### config.mk
export PLATFORM = sky130hd
export DESIGN_NAME = updown_sweep_ctrl
export DESIGN_NICKNAME = d
export VERILOG_FILES = /design/src/rtl/updown_sweep_pkg.sv /design/src/rtl/sweep_step_core.sv /design/src/rtl/updown_sweep_ctrl.sv
export SDC_FILE = /design/constraint.sdc
export NUM_CORES = 1
export LEC_CHECK = 0
export BUFFER_PORTS_ARGS = -buffer_cell sky130_fd_sc_hd__buf_2
export CAP_MARGIN = 10
export CORE_MARGIN = 4
export CORE_UTILIZATION = 28
export CTS_CLUSTER_DIAMETER = 30
export DETAILED_ROUTE_END_ITERATION = 8
export GPL_ROUTABILITY_DRIVEN = 0
export SYNTH_ARGS = -nofsm -noshare
export SYNTH_HDL_FRONTEND = slang
export SYNTH_SLANG_ARGS = --single-unit
### constraint.sdc
create_clock -name clk -period 6.05 [get_ports clk]
set_input_delay 1.21 -clock clk [delete_from_list [all_inputs] [get_ports clk]]
set_output_delay 1.21 -clock clk [all_outputs]
set_load 0.01 [all_outputs]
### src/rtl/updown_sweep_pkg.sv
// Shared types and constants for the triangular up/down sweep sequencer.
package updown_sweep_pkg;

    typedef logic [2:0] sweep_state_t;

    localparam sweep_state_t ST_IDLE     = 3'd0;
    localparam sweep_state_t ST_UP       = 3'd1;
    localparam sweep_state_t ST_DWELL_HI = 3'd2;
    localparam sweep_state_t ST_DOWN     = 3'd3;
    localparam sweep_state_t ST_DWELL_LO = 3'd4;

    localparam logic DIR_UP   = 1'b1;
    localparam logic DIR_DOWN = 1'b0;

endpackage

### src/rtl/sweep_step_core.sv
// Count register with load/increment/decrement controls; load wins over inc/dec.
module sweep_step_core #(
    parameter int WIDTH = 4
) (
    input  logic             clk,
    input  logic             rst,
    input  logic             load,
    input  logic [WIDTH-1:0] load_val,
    input  logic             inc,
    input  logic             dec,
    output logic [WIDTH-1:0] count
);

    always_ff @(posedge clk or posedge rst) begin
        if (rst) begin
            count <= '0;
        end else if (load) begin
            count <= load_val;
        end else if (inc) begin
            count <= count + WIDTH'(1);
        end else if (dec) begin
            count <= count - WIDTH'(1);
        end
    end

endmodule

### src/rtl/updown_sweep_ctrl.sv
// Sequencer driving bounded, repeatable, abortable triangular sweeps between lo and hi
// with a programmable dwell at each bound.
module updown_sweep_ctrl
    import updown_sweep_pkg::*;
#(
    parameter int WIDTH   = 4,
    parameter int DWELL_W = 4,
    parameter int REPS_W  = 4
) (
    input  logic               clk,
    input  logic               rst,
    input  logic               start,
    input  logic               abort,
    input  logic [WIDTH-1:0]   lo,
    input  logic [WIDTH-1:0]   hi,
    input  logic [DWELL_W-1:0] dwell,
    input  logic [REPS_W-1:0]  reps,
    output logic [WIDTH-1:0]   count,
    output logic               up_down,
    output logic               busy,
    output logic               done,
    output logic               cfg_err
);

    sweep_state_t        state_q, state_d;
    logic [DWELL_W-1:0]  timer_q, timer_d;
    logic [REPS_W-1:0]   rep_q, rep_d;
    logic [WIDTH-1:0]    lo_q, hi_q;
    logic [DWELL_W-1:0]  dwell_q;
    logic                cfg_ld, done_d, err_d;
    logic                ld, inc, dec;
    logic [WIDTH-1:0]    ld_val;
    logic [WIDTH-1:0]    hi_m1, lo_p1;

    assign hi_m1 = hi_q - WIDTH'(1);
    assign lo_p1 = lo_q + WIDTH'(1);

    always_comb begin
        state_d = state_q;
        timer_d = timer_q;
        rep_d   = rep_q;
        cfg_ld  = 1'b0;
        done_d  = 1'b0;
        err_d   = 1'b0;
        ld      = 1'b0;
        inc     = 1'b0;
        dec     = 1'b0;
        ld_val  = count;
        // Abort in IDLE also suppresses start and the config check.
        if (abort) begin
            state_d = ST_IDLE;
        end else begin
            case (state_q)
                ST_IDLE: begin
                    if (start) begin
                        if ((lo < hi) && (reps != '0)) begin
                            cfg_ld  = 1'b1;
                            rep_d   = reps;
                            ld      = 1'b1;
                            ld_val  = lo;
                            state_d = ST_UP;
                        end else begin
                            err_d = 1'b1;
                        end
                    end
                end
                ST_UP: begin
                    if (count == hi_m1) begin
                        ld      = 1'b1;
                        ld_val  = hi_q;
                        timer_d = dwell_q;
                        state_d = ST_DWELL_HI;
                    end else begin
                        inc = 1'b1;
                    end
                end
                ST_DWELL_HI: begin
                    if (timer_q != '0) begin
                        timer_d = timer_q - DWELL_W'(1);
                    end else if (hi_m1 == lo_q) begin
                        // Adjacent bounds: no interior ramp points, go straight to the low hold.
                        ld      = 1'b1;
                        ld_val  = lo_q;
                        timer_d = dwell_q;
                        state_d = ST_DWELL_LO;
                    end else begin
                        ld      = 1'b1;
                        ld_val  = hi_m1;
                        state_d = ST_DOWN;
                    end
                end
                ST_DOWN: begin
                    if (count == lo_p1) begin
                        ld      = 1'b1;
                        ld_val  = lo_q;
                        timer_d = dwell_q;
                        state_d = ST_DWELL_LO;
                    end else begin
                        dec = 1'b1;
                    end
                end
                ST_DWELL_LO: begin
                    if (timer_q != '0) begin
                        timer_d = timer_q - DWELL_W'(1);
                    end else if (rep_q == REPS_W'(1)) begin
                        done_d  = 1'b1;
                        state_d = ST_IDLE;
                    end else begin
                        rep_d = rep_q - REPS_W'(1);
                        ld    = 1'b1;
                        if (lo_p1 == hi_q) begin
                            ld_val  = hi_q;
                            timer_d = dwell_q;
                            state_d = ST_DWELL_HI;
                        end else begin
                            ld_val  = lo_p1;
                            state_d = ST_UP;
                        end
                    end
                end
                default: state_d = ST_IDLE;
            endcase
        end
    end

    always_ff @(posedge clk or posedge rst) begin
        if (rst) begin
            state_q <= ST_IDLE;
            timer_q <= '0;
            rep_q   <= '0;
            lo_q    <= '0;
            hi_q    <= '0;
            dwell_q <= '0;
            busy    <= 1'b0;
            done    <= 1'b0;
            cfg_err <= 1'b0;
        end else begin
            state_q <= state_d;
            timer_q <= timer_d;
            rep_q   <= rep_d;
            busy    <= (state_d != ST_IDLE);
            done    <= done_d;
            cfg_err <= err_d;
            if (cfg_ld) begin
                lo_q    <= lo;
                hi_q    <= hi;
                dwell_q <= dwell;
            end
        end
    end

    assign up_down = ((state_q == ST_DWELL_HI) || (state_q == ST_DOWN)) ? DIR_DOWN : DIR_UP;

    sweep_step_core #(
        .WIDTH(WIDTH)
    ) u_core (
        .clk      (clk),
        .rst      (rst),
        .load     (ld),
        .load_val (ld_val),
        .inc      (inc),
        .dec      (dec),
        .count    (count)
    );

endmodule

Word-level counts from Yosys, hierarchy flattened
Index checks and enable logic that the tools add are counted.
Storage, ports and cells
  output and inout port bits: 8
  register bits after elaboration: 30
  word-level logic and storage cells: 121
  input port bits: 20
Cells by class
  reductions and logical operators: 12
  multiplexer cells: 64
  order comparisons: 1
  bitwise logic cells: 1
  add/subtract/negate cells: 6
  eq/ne operators: 27
Operators with widths (count)
  $mux 4: 24
  $ne 3x3->1 const B: 10
  $mux 1: 25
  $mux 3: 8
  $pmux 4 s5: 1
  $eq 4x4->1: 4
  $pmux 4 s4: 1
  $sub 4x1->4 const B: 4
  $pmux 3 s5: 1
  $ne 2x2->1 const B: 7
  $reduce_bool 4->1: 3
  $reduce_and 10->1: 1
  $add 4x1->4 const B: 2
  $pmux 4 s2: 1
  $reduce_and 7->1: 1
  $eq 3x2->1 const B: 2
  $ne 6x1->1 const B: 1
  $reduce_and 6->1: 1
  $reduce_bool 3->1: 2
  $pmux 1 s5: 1
  $eq 4x1->1 const B: 1
  $lt 4x4->1: 1
  $mux 2: 2
  $eq 3x1->1 const B: 1
  other kinds (6): 6

Logic depth before layout (Yosys ltp)
Gate-level depths: netlist of run 1.
  word-level depth: 8
  gate-level depth with buffers: 14
  gate-level depth less buffers: 13

Hierarchy
A second synthesis of run 1 with hierarchy kept.
Second synthesis, totals
  cells, all modules: 272
  area, all modules: 2547.4 um^2
Modules (own cells, without submodules)
  updown_sweep_ctrl: cells each 239, area each 2230.9 um^2, sequential area each 650.6 um^2, times used 1
  sweep_step_core: cells each 33, area each 316.6 um^2, sequential area each 100.1 um^2, times used 1

Least setup slack after synthesis of run 1
No wires, ideal clock.
  path kind: input to register
  start point: input abort
  end point: register u_core.count[3]
  setup time: 0.143 ns
  buffers on the path: 1
  arrival: 2.946 ns
  path slack: 2.961 ns
  stages on the path: 9
  cells stage by stage: clkbuf_1 or2_2 ha_1 a21o_1 a21oi_1 or3b_2 o22ai_1 xnor2_1 mux2i_1
Between the ends
  word-level cells in the longest chain between the ends: 3
RTL lines
  start, declared: line updown_sweep_ctrl.sv:13  | input logic abort,
  $mux 1: line updown_sweep_ctrl.sv:50  | if (abort) begin
  $ne 6x1->1 (no source line), or another cell as far along
  $reduce_and 10->1 (no source line) or $mux 4 (tied branches)
  end signal, assigned: line sweep_step_core.sv:18  | count <= load_val;
  end signal, assigned: line sweep_step_core.sv:20  | count <= count + WIDTH'(1);
  end signal, assigned: line sweep_step_core.sv:22  | count <= count - WIDTH'(1);
  end, declared: line sweep_step_core.sv:11  | output logic [WIDTH-1:0] count
Several ways; a longest one is shown, not always the timed one.
A chain may end at the register's enable or synchronous reset.

Worst setup path after layout of run 1
  start point: register state_q[0]
  end point: register u_core.count[3]
Between the ends
  word-level cells in the longest chain between the ends: 5
RTL lines
  start, declared: line updown_sweep_ctrl.sv:25  | sweep_state_t state_q, state_d;
  start signal, assigned: line updown_sweep_ctrl.sv:138  | state_q <= state_d;
  $eq 3x3->1, or another cell as far along: line updown_sweep_ctrl.sv:53  | case (state_q)
  $pmux 1 s5 or $mux 1 (tied branches): line updown_sweep_ctrl.sv:53
  $mux 1: line updown_sweep_ctrl.sv:50
  $ne 6x1->1 (no source line), or another cell as far along
  $reduce_and 10->1 (no source line) or $mux 4 (tied branches)
Several ways; a longest one is shown, not always the timed one. The select of a mux whose other input is x is not followed.

==> summary.txt, run 1 <==
Cells and area
  – Most common cell after layout, fill and taps aside: dfrtp_1
  – Layout cells sized above 1: about a fifth
  – Flip-flop and latch area: around 750 um^2
  – Fin nets: slightly above 300
  – Most frequent cells in the layout: dfrtp_1 (30), buf_2 (27), o21ai_0 (25)
  – Antenna diodes: 0
  – Fillers: approximately 860
  – Non-Filler Instances: about 380
  – Final instance area: about 2600 um^2
  – Synthesis-to-finish area growth: 12.4%
  – Multi-input gate area: 1420 um^2

Setup path
  – Crit path launch type: register
  – Critical path fanouts, max: 20
  – R2r startpoint: state_q[0]
  – FF-to-FF setup slack: 2.71 ns
  – Crit path DAT: 3.48 ns
  – Critical path capture point type: register
  – Required time worst endpoint: between 6 and 7 ns
  – R2R depth: 11
  – WS Path Type: register to register
  – Critical R2R Capture: u_core.count[3]

STA
  – Fmax: between 0.2 and 0.3 GHz
  – Final clock period utilization by the worst path: a little under three fifths
  – Final setup TNS: 0 ns
  – Setup Skew: 0.00449 ns
  – Slew @ Worst Pin: about 1.1 ns
  – Final Hold Violating Endpoints: 0
  – Unrepaired setup endpoints after global routing: false
  – Max Slew Vio Count: 0
  – Slew headroom: between 20% and 30%
  – Crit path time final: roughly 3.3 ns
  – Setup violations, final: 0

Drt
  – WL final: between 5 and 6 mm
  – Via count: between 1.5k and 2k
  – Number of vias per cell: ~5
  – WL/cell: ~14 um
  – Initial DRC Count: 86
  – Antenna-violating nets left: 0
  – Residual DRC: 0
  – 1st-pass router iterations: 4

Clocking
  – Clock root buffer: clkbuf_8
  – Resized cells post-CTS: 0
  – Clk sinks: 30
  – Hold_buf cts: 0
  – Post-CTS setup buffer count: 0
  – CTS Buf Count: 5
  – Clock transition at the registers of the reported paths: approximately 0.070 ns
  – CTS Buffer Depth: 2
  – Worst-Skew Late Latency: approximately 0.29 ns
  – H-tree depth: 2
  – CTS tree: yes

Min path
  – HP Class: register to register
  – Worst Hold Launch: dwell_q[1]
  – WHS Path Cells: 1
  – End point of the worst hold path: dwell_q[1]

Logic synthesis
  – Netlist cell types: 47
  – Syn Std Cell Area: approximately 2300 um^2
  – Syn nets: 286
  – Mapped Cells: roughly 250
  – Synth Register Bits: 30
  – Main synth FF type: dfrtp_1
  – Asr flop ratio synth: 100%
  – Synth Warn #: 0
  – Post-synth EDFFs: 0
  – Seq/Total Area, Yosys: between 30% and 40%
  – Syn_area_per_cell: 9.07 um^2

Placement
  – IO buf count: 27
  – DP Wirelength: around 4.2 mm
  – DP Area: ~2500 um^2
  – Placed Instances: 370

Job
  – Max-cap viol count: 0

Pwr
  – Power Density: between 400 and 500 nW/um^2
  – Max VDD drop: 0.102 mV
  – LEAKAGE: 1.11 nW

Floorplan
  – Core area: between 7000 and 8000 um^2
  – Initial Utilization: about 30%
  – Site Rows: 32
  – Die ar.: just under 10000 um^2
  – I/O pins: 28
  – Die Y: ~100 um
  – Die width: between 90 and 100 um

Global route
  – Pin count of the biggest net entering global routing: 31
  – Vias in the first global route: 1911
  – First-pass GRT wire length: about 9.2 mm
  – Gr usage total: 11.7%
  – Initial antenna violation count: 0
  – Gr ovfl total: 0

Outcome
  – Status: finished, final reports clean
-- Yosys cell counts, types with 2 or more instances --
master	instances	area, um^2
nand2_1	23	86.3
ha_1	11	138
a21o_1	4	30.0
o22ai_1	2	12.5
clkbuf_1	8	30.0
nand3_1	7	35.0
nand3b_1	2	15.0
o21ai_0	25	125
o311ai_0	2	17.5
xnor2_1	14	123
o2111ai_1	2	17.5
nand2b_1	5	31.3
mux2_4	2	30.0
nor3_1	4	20.0
mux2_2	8	90.1
nor3b_1	6	45.0
xnor3_1	2	45.0
a41oi_1	2	17.5
nor2_1	18	67.6
nor2b_1	3	18.8
a21oi_1	11	55.1
xor2_1	10	87.6
o31ai_1	2	15.0
mux2i_1	9	90.1
dfrtp_1	30	751
inv_1	14	52.6
a221oi_1	4	35.0
buf_6	3	33.8
buf_2	3	15.0
-- registers in the layout (all words and copies together) (netlist names) --
name and count:
dwell_q 4, hi_q 4, lo_q 4, rep_q 4, timer_q 4, u_core.count 4
state_q 3, busy 1, cfg_err 1, done 1
-- worst max-delay path by stage --
stage,start,endpoint,slack [ns],cells past startpoint
6_report,state_q[0],u_core.count[3],2.71,11
5_1_grt,state_q[0],u_core.count[3],2.44,11
4_1_cts,state_q[0],u_core.count[3],2.78,11
3_5_place_dp,state_q[0],u_core.count[3],2.77,11
3_3_place_gp,state_q[0],u_core.count[3],2.83,11
2_1_floorplan,abort,u_core.count[3],2.96,9
-- power by group --
group	total [mW]	internal (mW)	switching [mW]
Clock	0.173	0.0914	0.0817
Combinational	0.537	0.274	0.263
Sequential	0.393	0.275	0.118
-- kinds of logic after synthesis --
logic type | synth area share (%)
AO/OA/AOI/OAI | 16.8
XOR/XNOR | 11.1
adder cells (fa/ha/maj) | 6.84
buffers and inverters | 5.70
flip-flops | 32.6
multiplexers | 9.13
AND/OR/NAND/NOR | 17.9
-- through the flow --
stage / util, % / power (mW) / setup slack [ns] / hold WS [ns]
floorplan: - / 0.812 / 2.96 / 0.479
global placement: 31.8 / 0.920 / 2.83 / 0.490
detailed placement: 31.8 / 0.933 / 2.77 / 0.498
CTS: 33.0 / 1.11 / 2.78 / 0.517
global route: 33.0 / 1.21 / 2.44 / 0.546
finish: 33.0 / 1.10 / 2.71 / 0.519
-- final cells by class --
| class | count | share of cell area, % |
|---|---|---|
| Inverter | 14 | 2.03 |
| Clock inverter | 2 | 0.483 |
| Clock buffer | 6 | 3.19 |
| Timing Repair Buffer | 28 | 5.51 |
| Multi-Input combinational cell | 196 | 54.9 |
| Tap cell | 102 | 4.93 |
| Sequential cell | 30 | 29.0 |
-- worst max-delay path, cell delays in order (launching register included) --
cell and delay, ns:
dfrtp_1 0.75, inv_1 0.22, nor3_1 0.31, o21ai_0 0.26, or2_2 0.37, ha_1 0.28
a21o_1 0.10, a21oi_1 0.07, or3b_2 0.43, o22ai_1 0.18, xnor2_1 0.13, mux2i_1 0.08
-- routing by layer --
layer | global-route usage [%] | vias up | routed length (um)
li1 | - | 937 | -
met1 | 16.2 | 882 | 2690
met2 | 17.7 | 54 | 2390
met3 | 3.33 | 9 | 297
met4 | 3.36 | 0 | 76
met5 | 0 | - | 0
Note: power is estimated with default switching activity, not from simulation.
==> run 2: changes to the inputs <==
- clock period: 6.05 -> 3.3 ns (I/O delays scaled with it)
==> run 2 against run 1 <==
- worst hold slack worse by 0.072 ns
- largest power group unchanged
- cell area increased by 2.9%
- critical endpoint unchanged
- critical path type unchanged
- cell count increased by 2.6%
- flip-flop and latch count stayed put
- non-clock buffer count grew 10
- register-to-register slack worse by 2.4 ns
- clock skew is 0.0017 ns lower
- clock-buffer cell count unchanged
- global-route usage increased by 0.19 points
- setup slack got worse by 2.4 ns
==> summary.txt, run 2 (synthesis gave the netlist of run 1 again) <==
Outcome
  – Status: finished, final reports clean

Min path
  – HP Class: input pin to async pin

STA
  – Fmax: 0.331 GHz
  – Max Slew Vio Count: 0
  – Final Hold Violating Endpoints: 0
  – Final clock period utilization by the worst path: 91.5%
  – Crit path time final: ~3 ns
  – Setup violations, final: 0
  – Unrepaired setup endpoints after global routing: false
  – Final setup TNS: 0 ns
  – Setup Skew: between 0.002 and 0.003 ns
  – Slew headroom: between 50% and 60%
  – Slew @ Worst Pin: ~0.67 ns

Clocking
  – H-tree depth: 2
  – CTS tree: yes
  – Hold_buf cts: 0
  – Post-CTS setup buffer count: 0
  – CTS Buf Count: 5
  – Clk sinks: 30
  – Worst-Skew Late Latency: 0.28 ns
  – CTS Buffer Depth: 2
  – Resized cells post-CTS: 0
  – Clock root buffer: clkbuf_8
  – Clock transition at the registers of the reported paths: roughly 0.070 ns

Job
  – Max-cap viol count: 0

Floorplan
  – Die ar.: 9740 um^2
  – Initial Utilization: 29.4%
  – Site Rows: 32
  – Die Y: approximately 99 um
  – I/O pins: 28
  – Core area: 7850 um^2
  – Die width: between 90 and 100 um

Setup path
  – Critical path fanouts, max: 5
  – Critical path capture point type: register
  – Crit path cell chain: inv_1, ha_1, xor2_1, nand3_1, o21ai_0, or2_2, ha_1, a21o_1, a21oi_1, or3b_2, o22ai_1, xnor2_1, mux2i_1
  – Crit path DAT: 3.16 ns
  – Crit path launch type: register
  – Crit-path max cell delay: between 0.4 and 0.5 ns
  – WS Path Type: register to register
  – Worst path most repeated cell: ha_1
  – CP max stage cell: dfrtp_1
  – Required time worst endpoint: approximately 3.4 ns

Placement
  – DP Wirelength: ~4.2 mm
  – IO buf count: 27
  – DP Area: between 2000 and 3000 um^2

Cells and area
  – Fillers: between 800 and 900
  – Fin nets: 317
  – Final instance area: ~2700 um^2
  – Antenna diodes: 0
  – Most common cell after layout, fill and taps aside: dfrtp_1
  – Multi-input gate area: roughly 1400 um^2
  – Layout cells sized above 1: 22.4%
  – Flip-flop and latch area: 751 um^2
  – Most frequent cells in the layout: dfrtp_1 (30), buf_2 (27), o21ai_0 (25)
  – Synthesis-to-finish area growth: 15.7%

Global route
  – Gr usage total: between 10% and 20%
  – Vias in the first global route: ~1.9k
  – M1 GR Usage: 16.5%
  – Most used routing layer: met2
  – Initial antenna violation count: 0
  – First-pass GRT wire length: 9.43 mm
  – Pin count of the biggest net entering global routing: 31
  – Met3 GRT Util: under 10%
  – Met2 usage: a little under a fifth
  – Gr ovfl total: 0

Drt
  – WL final: around 5.6 mm
  – 1st-pass router iterations: 4
  – Residual DRC: 0
  – Initial DRC Count: 135
  – Antenna-violating nets left: 0
  – Number of vias per cell: 5.03
  – Via count: about 2.0k
  – WL/cell: between 10 and 15 um

Pwr
  – Int Pwr: about 1.2 mW
  – Clk pwr share: between 10% and 20%
  – Reg power frac: between 30% and 40%
  – Combinational share of power: around 52%
  – Switching power: 0.861 mW
  – Max VDD drop: 0.250 mV
  – Power Density: a little under 800 nW/um^2
  – Switching Fraction: about two fifths
  – LEAKAGE: around 1.2 nW
## run 2: per-layer routing
| metal | wire length, um | vias to the layer above |
|---|---|---|
| met4 | 94 | 0 |
| li1 | - | 956 |
| met3 | 220 | 11 |
| met1 | 2680 | 934 |
| met2 | 2590 | 51 |
| met5 | 0 | - |
## run 2: power by group through the flow
stage / logic, mW / clock network (mW) / registers, mW
after floorplan: 0.851 / 0 / 0.638
after global placement: 1.04 / 0 / 0.676
after detailed placement: 1.06 / 0 / 0.684
after CTS: 1.08 / 0.329 / 0.678
after global routing: 1.20 / 0.340 / 0.701
final: 1.08 / 0.314 / 0.678
## run 2: final cells by class
cell class | count | area share [%]
clock inverter | 2 | 0.469
sequential | 30 | 28.2
clock buffer | 6 | 3.10
multi-input combinational | 196 | 53.3
timing repair buffer | 38 | 8.17
tap | 102 | 4.79
inverter | 14 | 1.97
## run 2: through the flow
stage               hold WS, ns  worst slack (ns)  util [%]  std cells  power (mW)
global placement          0.493             0.372      32.7        380        1.72
finish                    0.447             0.280      34.0        388        2.07
CTS                       0.457             0.279      34.0        388        2.08
global route              0.486            0.0645      34.0        388        2.24
detailed placement        0.498             0.314      32.7        380        1.75
floorplan                 0.479             0.361         -        254        1.49
## run 2: final timing paths
check | from | end | slack [ns] | cells past startpoint
hold / removal | rst | timer_q[0] | 0.45 | 3
min in group clk | dwell_q[1] | dwell_q[1] | 0.51 | 1
hold reg to reg | dwell_q[1] | dwell_q[1] | 0.51 | 1
max in group asynchronous | rst | lo_q[2] | 2.56 | 3
setup reg to reg | hi_q[1] | u_core.count[3] | 0.28 | 13
setup / recovery | hi_q[1] | u_core.count[3] | 0.28 | 13
## run 2: critical path, delay by kind of cell, from the launching register on
kind | cells | cell delay, ns
xor gates and xnor gates | 2 | 0.29
adders and majority gates | 2 | 0.62
AOI/OAI and AO/OA | 4 | 0.46
DFF | 1 | 0.46
and+or+nand+nor | 3 | 0.90
muxes | 1 | 0.08
buffers and inverters | 1 | 0.07
==> run 3: changes to the inputs <==
- CORE_UTILIZATION: 28 -> 55
- CTS_CLUSTER_DIAMETER: 30 -> 100
- PLACE_DENSITY: unset -> 0.76
==> run 3 against run 2 <==
- die area decreased by 46%
- via count increased by 0.20%
- clock power decreased by 11%
- sequential share of layout area increased by 1.1 points
- sequential power increased by 2%
- cell count decreased by 14%
- total power decreased by 2.3%
- global-route usage increased by 9.5 points
- critical path type unchanged
==> summary.txt, run 3 (synthesis gave the netlist of run 1 again) <==
STA
  – Crit path time final: between 3 and 4 ns
  – Fmax: approximately 0.33 GHz
  – Final setup TNS: 0 ns
  – Setup violations, final: 0
  – PnR worst setup slack: 0.297 ns
  – Setup Skew: 0.00599 ns
  – Slew @ Worst Pin: between 0.6 and 0.7 ns
  – Final Hold Violating Endpoints: 0
  – Slew headroom: between 50% and 60%
  – Final clock period utilization by the worst path: between 90% and 100%
  – Max Slew Vio Count: 0
  – Unrepaired setup endpoints after global routing: false

Clocking
  – Worst-Skew Late Latency: approximately 0.29 ns
  – Post-CTS setup buffer count: 0
  – Clock transition at the registers of the reported paths: approximately 0.060 ns
  – Clk sinks: 30
  – Hold_buf cts: 0
  – Resized cells post-CTS: 0
  – CTS tree: yes
  – CTS Buf Count: 5
  – Clock root buffer: clkbuf_8
  – H-tree depth: 2
  – CTS Buffer Depth: 2

Cells and area
  – Synthesis-to-finish area growth: 11.5%
  – Fillers: between 300 and 400
  – Fin nets: about 320
  – Most frequent cells in the layout: dfrtp_1 (30), buf_2 (27), o21ai_0 (25)
  – Layout cells sized above 1: a little over a fifth
  – Antenna diodes: 0
  – Most common cell after layout, fill and taps aside: dfrtp_1
  – Final instance area: ~2600 um^2

Drt
  – Initial DRC Count: about 160
  – Residual DRC: 0
  – WL/cell: ~16 um
  – WL final: a little over 5 mm
  – Antenna-violating nets left: 0
  – 1st-pass router iterations: 5
  – Number of vias per cell: 5.87
  – Via count: 1956

Job
  – Max-cap viol count: 0

Pwr
  – Power Density: approximately 790 nW/um^2
  – Max VDD drop: approximately 0.54 mV
  – LEAKAGE: around 1.1 nW
  – Power Total: 2.02 mW

Floorplan
  – Die width: roughly 73 um
  – I/O pins: 28
  – Site Rows: 23
  – Die Y: 72.7 um
  – Core area: 4030 um^2
  – Initial Utilization: a little under three fifths
  – Die ar.: around 5300 um^2

Setup path
  – Crit path launch type: register
  – Crit-path max cell delay: 0.45 ns
  – R2r startpoint: hi_q[1]
  – Critical path capture point type: register
  – Crit path cell chain: inv_1, ha_1, xor2_1, nand3_1, o21ai_0, or2_2, ha_1, a21o_1, a21oi_1, or3b_2, o22ai_1, xnor2_1, mux2i_1
  – Required time worst endpoint: 3.45 ns
  – CP max stage cell: dfrtp_1
  – Worst path top cell family by delay: simple AND/OR/NAND/NOR gates
  – Critical path fanouts, max: 5
  – CP Buf/Inv Count: 1
  – Worst path most repeated cell: ha_1
  – Crit path DAT: between 3 and 4 ns
  – WS Path Type: register to register
  – Critical path origin: hi_q[1]

Global route
  – Gr usage total: a little over a fifth
  – Initial antenna violation count: 0
  – Vias in the first global route: 1843
  – Pin count of the biggest net entering global routing: 31
  – First-pass GRT wire length: 8.61 mm
  – Gr ovfl total: 0

Min path
  – HP Class: input pin to async pin

Outcome
  – Status: finished, final reports clean

Placement
  – DP Area: 2490 um^2
  – Pre-CTS WS: 0.293 ns
  – DP Wirelength: 3.98 mm
  – IO buf count: 27
run 3: cell types whose count changed in the layout (fill, tap and decap cells not counted):
cell / before / now
buf_4: 11 / 9
clkbuf_8: 6 / 5
clkinv_2: 1 / 2
clkinvlp_4: 1 / 0
run 3: final timing paths:
kind | end | slack [ns] | cells after the start
max | u_core.count[3] | 0.30 | 13
min | dwell_q[1] | 0.44 | 3
max reg2reg | u_core.count[3] | 0.30 | 13
min reg2reg | dwell_q[2] | 0.51 | 1
max in group asynchronous | hi_q[0] | 2.58 | 3
min in group clk | dwell_q[2] | 0.51 | 1
run 3: stage by stage:
stage,hold WS [ns],cells,util (%)
after global routing,0.475,333,63.8
after CTS,0.454,333,63.8
final,0.438,333,63.8
after global placement,0.491,326,61.8
after floorplan,0.479,254,-
after detailed placement,0.496,326,61.8
run 3: power by group:
part | switching (mW) | internal [mW] | leakage (nW)
sequential | 0.189 | 0.505 | 0.368
combinational | 0.522 | 0.526 | 0.732
clock | 0.138 | 0.141 | 0.0438
total | 0.849 | 1.17 | 1.14
run 3: worst register-to-register path: stages (launching register included):
cell     delay, ns
dfrtp_1       0.45
inv_1         0.07
ha_1          0.33
xor2_1        0.16
nand3_1       0.12
o21ai_0       0.10
or2_2         0.34
ha_1          0.28
a21o_1        0.10
a21oi_1       0.07
or3b_2        0.44
o22ai_1       0.19
xnor2_1       0.14
mux2i_1       0.08
run 3: layer usage:
| metal | global-route usage [%] | up-vias | share of wire, % |
|---|---|---|---|
| met5 | 0 | - | 0 |
| met4 | 10.7 | 0 | 1.4 |
| met3 | 5.23 | 8 | 6.2 |
| met2 | 32.4 | 67 | 48 |
| met1 | 28.3 | 931 | 45 |
| li1 | - | 950 | - |
run 3: final cells by class:
class                           instances  area, um^2  share of cell area, %
Clock inverter                          2        10.0                  0.390
Tap cell                               50        62.6                   2.44
Timing Repair Buffer                   36         203                   7.89
Sequential cell                        30         751                   29.2
Multi-Input combinational cell        196        1420                   55.3
Clock buffer                            5        68.8                   2.68
Inverter                               14        52.6                   2.05
